### src/rtl/uart_tx_fifo.sv
// UART transmitter with a small transmit FIFO; queued words are serialised
// back-to-back with a configurable data/parity/stop frame format.
module uart_tx_fifo #(
  parameter int CLK_DIV    = 217,
  parameter int DATA_BITS  = 8,
  parameter int PARITY     = 0,
  parameter int STOP_BITS  = 1,
  parameter int FIFO_DEPTH = 4
) (
  input  logic                          clk,
  input  logic                          rst,
  input  logic [DATA_BITS-1:0]          data,
  input  logic                          send,
  output logic                          ready,
  output logic                          busy,
  output logic [$clog2(FIFO_DEPTH):0]   fifo_count,
  output logic                          uart_tx,
  output logic [2:0]                    state_dbg
);

  localparam int AW = $clog2(FIFO_DEPTH);
  localparam int TW = $clog2(CLK_DIV);
  localparam int BW = $clog2(DATA_BITS);
  localparam logic [TW-1:0] TMAX = TW'(CLK_DIV - 1);
  localparam logic [BW-1:0] BMAX = BW'(DATA_BITS - 1);
  localparam logic          SMAX = 1'(STOP_BITS - 1);

  typedef enum logic [2:0] {
    IDLE  = 3'd0,
    START = 3'd1,
    DATA  = 3'd2,
    PAR   = 3'd3,
    STOP  = 3'd4
  } state_t;

  state_t                state_q, state_d;
  logic [DATA_BITS-1:0]  mem [FIFO_DEPTH];
  logic [AW:0]           wr_ptr, rd_ptr;
  logic                  full, empty, push, pop;
  logic [DATA_BITS-1:0]  head;
  logic                  head_par;
  logic [TW-1:0]         timer_q, timer_d;
  logic [BW-1:0]         bit_q, bit_d;
  logic                  stop_q, stop_d;
  logic [DATA_BITS-1:0]  shreg_q, shreg_d;
  logic                  par_q, par_d;
  logic                  tx_q, tx_d;
  logic                  bit_done;

  // Handshake: a word is taken on any rising edge where send && ready;
  // a send while ready is low is silently dropped.
  assign full       = (wr_ptr[AW] != rd_ptr[AW]) && (wr_ptr[AW-1:0] == rd_ptr[AW-1:0]);
  assign empty      = (wr_ptr == rd_ptr);
  assign ready      = !full;
  assign push       = send && !full;
  assign fifo_count = wr_ptr - rd_ptr;
  assign head       = mem[rd_ptr[AW-1:0]];
  assign head_par   = (^head) ^ (PARITY == 1);

  assign bit_done   = (timer_q == TMAX);
  assign busy       = (state_q != IDLE);
  assign uart_tx    = tx_q;
  assign state_dbg  = state_q;

  always_ff @(posedge clk) begin
    if (push) mem[wr_ptr[AW-1:0]] <= data;
  end

  always_comb begin
    state_d = state_q;
    timer_d = (state_q == IDLE || bit_done) ? '0 : timer_q + 1'b1;
    bit_d   = bit_q;
    stop_d  = stop_q;
    shreg_d = shreg_q;
    par_d   = par_q;
    tx_d    = tx_q;
    pop     = 1'b0;
    case (state_q)
      IDLE: begin
        tx_d = 1'b1;
        if (!empty) begin
          pop     = 1'b1;
          shreg_d = head;
          par_d   = head_par;
          state_d = START;
          tx_d    = 1'b0;
        end
      end
      START: begin
        if (bit_done) begin
          state_d = DATA;
          bit_d   = '0;
          tx_d    = shreg_q[0];
        end
      end
      DATA: begin
        if (bit_done) begin
          if (bit_q == BMAX) begin
            stop_d = 1'b0;
            if (PARITY != 0) begin
              state_d = PAR;
              tx_d    = par_q;
            end else begin
              state_d = STOP;
              tx_d    = 1'b1;
            end
          end else begin
            bit_d   = bit_q + 1'b1;
            shreg_d = {1'b0, shreg_q[DATA_BITS-1:1]};
            tx_d    = shreg_q[1];
          end
        end
      end
      PAR: begin
        if (bit_done) begin
          state_d = STOP;
          stop_d  = 1'b0;
          tx_d    = 1'b1;
        end
      end
      STOP: begin
        if (bit_done) begin
          if (stop_q == SMAX) begin
            // Chain straight into the next frame when a word is waiting.
            if (!empty) begin
              pop     = 1'b1;
              shreg_d = head;
              par_d   = head_par;
              state_d = START;
              tx_d    = 1'b0;
            end else begin
              state_d = IDLE;
              tx_d    = 1'b1;
            end
          end else begin
            stop_d = 1'b1;
            tx_d   = 1'b1;
          end
        end
      end
      default: begin
        state_d = IDLE;
        tx_d    = 1'b1;
      end
    endcase
  end

  always_ff @(posedge clk) begin
    if (!rst) begin
      state_q <= IDLE;
      wr_ptr  <= '0;
      rd_ptr  <= '0;
      timer_q <= '0;
      bit_q   <= '0;
      stop_q  <= 1'b0;
      shreg_q <= '0;
      par_q   <= 1'b0;
      tx_q    <= 1'b1;
    end else begin
      state_q <= state_d;
      timer_q <= timer_d;
      bit_q   <= bit_d;
      stop_q  <= stop_d;
      shreg_q <= shreg_d;
      par_q   <= par_d;
      tx_q    <= tx_d;
      if (push) wr_ptr <= wr_ptr + 1'b1;
      if (pop)  rd_ptr <= rd_ptr + 1'b1;
    end
  end

endmodule

### config.mk
export PLATFORM = sky130hd
export DESIGN_NAME = uart_tx_fifo
export DESIGN_NICKNAME = d
export VERILOG_FILES = /design/src/rtl/uart_tx_fifo.sv
export SDC_FILE = /design/constraint.sdc
export NUM_CORES = 1
export LEC_CHECK = 0
export CAP_MARGIN = 20
export CORE_UTILIZATION = 50
export DETAILED_ROUTE_END_ITERATION = 6
export GPL_ROUTABILITY_DRIVEN = 1
export PLACE_DENSITY_LB_ADDON = 0.2
export SLEW_MARGIN = 10
export SYNTH_ARGS = -nofsm -noshare
export SYNTH_HDL_FRONTEND = slang
export SYNTH_SLANG_ARGS = --single-unit
### constraint.sdc
create_clock -name clk -period 4.85 [get_ports clk]
set_clock_uncertainty 0.1 [all_clocks]
set_input_delay 0.97 -clock clk [delete_from_list [all_inputs] [get_ports clk]]
set_output_delay 0.97 -clock clk [all_outputs]
set_load 0.01 [all_outputs]
==> results_dict.tcl <==
set metrics [dict create \
    cts_resized 0 \
    final_cell_count_no_fill 324 \
    tns_ps 0 \
    r2r.worst_path.cells 4 \
    cts_sinks 63 \
    path_cells "inv_1, ha_1, fa_1, xnor2_1, clkdlybuf4s50_1" \
    arrival_ps 2140 \
    hold_viol 0 \
    grt_max_degree 20 \
    final_util_pct 59.2 \
    crit_buf_inv 2 \
    drive_gt1_share_pct 12.7 \
    ys_ff_latch 63 \
    finalWeightedCongestion 0.717 \
    die_area_um2 5960 \
    diodes 0 \
    syn_inst 226 \
    critPathLaunchType "flop" \
    worst-setup-path-type "reg2out" \
    cpLargestDelayFamily "buffers and inverters" \
    via_count 1716 \
    grt.met3_usage_pct 6.79 \
    endpoint "fifo_count[2]" \
    grt_usage_pct 17.4 \
    wl_per_cell_um 14.5 \
    viasPerCell 5.30 \
    mostFrequentLayoutCells "32 x edfxtp_1, 31 x dfxtp_1, 19 x clkdlybuf4s50_1" \
    ir_drop_v 0.000296 \
    use_met1_pct 21.8 \
    grt_remaining_overflow 0 \
    worstPathMaxFanout 4 \
    synthesis.area_um2 2830 \
    synthArstFlopShare_pct 0 \
    cp-end-kind "primary output" \
    routed_wl_um 4710 \
    antenna_found_initial 0 \
    seq_area_frac_synth_pct 55.9 \
    nFillCells 483 \
    r2r_end "shreg_q[6]" \
    regArea_um2 1580 \
    dp.cells 308 \
    die_y_um 77.2 \
    clkLatencyLatePin_ps 330 \
    detail_route.iter0.violations 70 \
    die_w_um 77.2 \
    rsz0062_at_grt "no" \
    max_freq_ghz 0.311 \
    grt_pass1_wl_um 7820 \
    synth-main-ff-cell "edfxtp_1" \
    htree_levels 3 \
    relSlewSlack_pct 53.8 \
    io_buffer_count 19 \
    r2r_setup_slack_ps 2470 \
    hold_path.class "reg2reg" \
    worstMarginPinSlew_ps 689 \
    layout_commonest_cell "edfxtp_1" \
    status "complete, no violations" \
    yosysTopAreaCell "edfxtp_1" \
    syn2layout_area_growth_pct 14.5 \
    clk_path_buf_depth 2 \
    post-route-drc-count 0 \
    postCtsSetupBuffers 0 \
    hold_buffers 0 \
    startpoint "wr_ptr[0]" \
    firstDrtPassIters 4 \
    num_rows 27 \
    synthDistinctLibCells 48 \
    max_stage_delay_ps 560 \
    cts_tree "built" \
    synth_nets 249 \
    yosys-top-cells-area "edfxtp_1 34%, dfxtp_1 22%, mux4_2 6.4%" \
    critPathSlowestCell "clkdlybuf4s50_1" \
    dp_hpwl_um 3250 \
    finalMaxSlewViolations 0 \
    p_per_area_nw_per_um2 484 \
    syn_avg_cell_area_um2 12.5 \
    ys_warn_count 0 \
    cts_root_buf "clkbuf_8" \
    setup_viol 0 \
    synth_top_area_share_pct 34.0 \
    core_um2 5470 \
    initial_core_util_pct 51.7 \
    maxCapViolCount 0 \
    grt_pass1_vias 1632 \
    fin_crit_sh_pct 66.3 \
    synth_edf_count 32 \
    layout_min_cycle_time_ps 3210 \
    clk_pin_slew_ps 60 \
    p_leak_nw 1.12 \
    nets 270 \
    grt_util_met2_pct 27.6 \
    multi_input_area_um2 1150 \
    reg2reg_from "state_dbg[1]" \
    antenna_left 0 \
    path_depth 5 \
    cp.required_ps 3780 \
    numCtsBuffers 9 \
    grt_busiest_layer "met2" \
    pin_count 20 \
]
area by class of cell:
cell class	instances	area share, %
Multi-Input combinational cell	144	35.5
Timing Repair Buffer	19	5.87
Clock buffer	10	3.94
Sequential cell	63	48.8
Inverter	10	1.16
Clock inverter	6	1.93
Tap cell	72	2.78
Yosys cell counts (2+ instances only):
cell type / n
o21a_1: 4
mux4_2: 8
inv_1: 9
nor3_1: 3
nand2b_1: 7
a211oi_1: 2
and2_1: 7
ha_1: 11
nand2_1: 17
a21oi_1: 16
or3_1: 2
and3_1: 2
buf_4: 2
mux2i_1: 2
clkbuf_1: 4
nand3_1: 8
nand3b_1: 2
nand4_1: 2
dfxtp_1: 31
edfxtp_1: 32
o21ai_0: 4
xor2_1: 5
a311oi_1: 7
xnor2_1: 4
nor2_1: 12
flip-flops by register name, summed over array words and instances, names as in the netlist, named ones only:
signal	count
wr_ptr	3
uart_tx	1
shreg_q	8
rd_ptr	3
bit_q	3
state_dbg	3
timer_q	8
mem	32
logic make-up (layout without fill, tap and decap cells):
family / count (synthesis) / count (layout) / share of synthesized area [%]
compound gates: 43 / 43 / 11.6
xor+xnor: 10 / 10 / 3.36
fa+ha+maj: 12 / 12 / 5.58
buf+inv: 19 / 45 / 3.45
flops: 63 / 63 / 55.9
mux: 10 / 10 / 7.08
simple gates: 69 / 69 / 13.0
metal layers:
metal  vias to the layer above  share of wire [%]
li1                        875                  -
met1                       810                 49
met2                        26                 47
met3                         5                3.5
met4                         0               0.85
met5                         -                  0
per-stage QoR:
step | total power, mW | hold slack (ps) | setup slack (ps) | area, µm²
3_3_place_gp | 1.14 | 358 | 2040 | 3050
6_report | 1.57 | 373 | 1640 | 3240
2_1_floorplan | 1.03 | 337 | 2500 | 2830
4_1_cts | 1.58 | 378 | 1610 | 3240
3_5_place_dp | 1.14 | 368 | 1980 | 3050
5_1_grt | 1.66 | 402 | 1490 | 3240
worst register-to-register path, cell delays in order, from the launching register on:
cell	delay, ps
dfxtp_1	610
nor3b_2	670
o22ai_2	340
and2_1	320
a311oi_1	250
power breakdown:
group	internal, mW	leakage, nW	total (mW)	switching [mW]
combinational	0.226	0.479	0.420	0.194
sequential	0.633	0.547	0.711	0.0777
clock	0.235	0.0899	0.436	0.201
total	1.09	1.12	1.57	0.472
how the worst min path moves through the flow:
stage	startpoint	endpoint	slack [ps]	cells past startpoint
final	bit_q[1]	bit_q[1]	370	2
after global routing	shreg_q[5]	shreg_q[4]	400	2
after CTS	bit_q[1]	bit_q[1]	380	2
after detailed placement	bit_q[1]	bit_q[1]	370	2
after global placement	bit_q[1]	bit_q[1]	360	2
after floorplan	timer_q[0]	timer_q[0]	340	1
No activity file was read; power rests on OpenSTA's default activity.
==> variant, RTL diff (same settings) <==
Take the reset off `shreg_q` and load it in a clocked block of its own.
--- a/src/rtl/uart_tx_fifo.sv
+++ b/src/rtl/uart_tx_fifo.sv
@@ -155,3 +155,2 @@
       stop_q  <= 1'b0;
-      shreg_q <= '0;
       par_q   <= 1'b0;
@@ -163,3 +162,2 @@
       stop_q  <= stop_d;
-      shreg_q <= shreg_d;
       par_q   <= par_d;
@@ -171,2 +169,6 @@
 
+  always_ff @(posedge clk) begin
+    shreg_q <= shreg_d;
+  end
+
 endmodule
Function: same outputs for any inputs over 10 cycles, from zero or initial values and one cycle with rst low; that may be too few to reach the edited logic, so the function may still have changed.
==> variant against the unedited design <==
Sequential cell count stayed put; total power is 4.4% higher; core utilization is 2.8 points higher; worst setup slack better by 0.018 ns; final area is 0.31% higher; synthesized cell count is 7.5% lower; synthesized area is 1.8% lower; routed wire length is 0.70% higher; critical path type unchanged; largest cell class unchanged; largest power group unchanged.
==> variant: results (changes against the unedited design) <==
yosys:
  syn_area_per_cell_sq_um: 13.3  # was 12.5 sq um
  synth.distinct_cells: 38  # was 48
  synth_fp_nets: 232  # was 249
  synth_edf_count: 40  # was 32
  synthTopCellsByArea: "edfxtp_1 43%, dfxtp_1 17%, mux4_2 6.5%"  # was edfxtp_1 34%, dfxtp_1 22%, mux4_2 6.4%
  async_flop_share: 0  # unchanged
  ys_seq_area_frac: 0.598  # was 0.559
  synth_commonest_cells: "40 x edfxtp_1, 23 x dfxtp_1, 21 x nor2_1"  # was 32 x edfxtp_1, 31 x dfxtp_1, 17 x nand2_1
  synthFlopType: "edfxtp_1"  # unchanged
place:
  detailedPlace.worstSlack_ns: 2.00  # was 1.98 ns
  gp_congestion: 0.761  # was 0.717
  dp.cells: 291  # was 308
  hpwlAfterDp_um: 3280  # was 3250 um
route:
  vias_per_cell: 5.35  # was 5.30
  wl_per_cell_um: 15.5  # was 14.5 um
  first_pass_iters: 4  # unchanged
  drt_iter0_markers: 55  # was 70
global_route:
  grt_max_degree: 16  # was 20
  grtUsageTotal: 0.185  # was 0.174
  grt_pass1_wl_um: 8050  # was 7820 um
  grt_pass1_vias: 1628  # was 1632
layout:
  fillCellCount: 404  # was 483
  nets: 255  # was 270
  largest_reg_flops: 32  # unchanged
  fin_cells: 307  # was 324
  drive_gt1_frac: 0.118  # was 0.127
clock_tree:
  cts_root_buffer: "clkbuf_8"  # unchanged
  numCtsBuffers: 9  # unchanged
  cts.reportedPaths.clkPinSlew_ns: 0.07
pwr:
  p_leak_nw: 1.18  # was 1.12 nW
  ir_drop_mv: 0.278  # was 0.296 mV
setup_path:
  crit_fanout: 4  # unchanged
sta:
  max-slew-margin-rel: 0.463  # was 0.538
outcome:
  outcome: "complete, no violations"  # unchanged
die:
  die_w_um: 76.5  # was 77.2 um
## variant: cell count changes after synthesis, sizes merged, moves of 4 or more
cell    before  now
nand2       17    4
dfxtp       31   23
a21oi       16    8
edfxtp      32   40
nor2        12   21
a311oi       8    0
o21ai        5    9
a22o         0    7
## variant: worst paths after layout
path,startpoint,cells past startpoint,endpoint,slack (ns)
worst min-delay path,bit_q[1],2,bit_q[1],0.38
worst min register to register,bit_q[1],2,bit_q[1],0.38
worst max register to register,state_dbg[1],4,shreg_q[6],2.48
worst max-delay path,wr_ptr[0],5,fifo_count[2],1.65
## variant: power by group
| group | switching, mW | internal (mW) | total (mW) |
|---|---|---|---|
| combinational | 0.195 | 0.200 | 0.394 |
| clock | 0.192 | 0.303 | 0.496 |
| sequential | 0.0729 | 0.673 | 0.746 |
| total | 0.460 | 1.18 | 1.64 |
## variant: cell families (layout without fill, tap and decap cells)
group | after synthesis | count (layout) | share of synthesized area
compound gates | 36 | 36 | 0.0924
xor+xnor | 11 | 11 | 0.0347
fa+ha+maj | 12 | 12 | 0.0568
buf+inv | 18 | 46 | 0.0252
flops | 63 | 63 | 0.598
mux | 11 | 11 | 0.0757
simple gates | 58 | 58 | 0.117
## variant: per-stage QoR
| step | instance area, sq um | hold WS [ns] |
|---|---|---|
| 6_report | 3250 | 0.380 |
| 5_1_grt | 3250 | 0.403 |
| 4_1_cts | 3250 | 0.379 |
| 3_5_place_dp | 3030 | 0.367 |
| 3_3_place_gp | 3030 | 0.361 |
| 2_1_floorplan | 2780 | 0.337 |
## variant: per-layer routing
layer	GRT usage	routed length [um]
met1	0.237	2160
met2	0.291	2350
met3	0.0647	188
met4	0.0635	43
met5	0	0
## variant: final cells by class
| cell class | instances | area (sq um) | share of cell area |
|---|---|---|---|
| well taps | 70 | 87.6 | 0.0270 |
| flip-flops and latches | 63 | 1660 | 0.512 |
| repair buffers | 19 | 190 | 0.0586 |
| multi-input cells | 128 | 1040 | 0.322 |
| clock buffers | 11 | 141 | 0.0435 |
| inverters | 11 | 41.3 | 0.0127 |
| clock inverters | 5 | 81.3 | 0.0250 |
## variant: worst max-delay path: stages (launching register included)
cell and delay [ns]:
dfxtp_1 0.40, inv_1 0.10, ha_1 0.22, fa_1 0.37, xnor2_1 0.15, clkdlybuf4s50_1 0.55
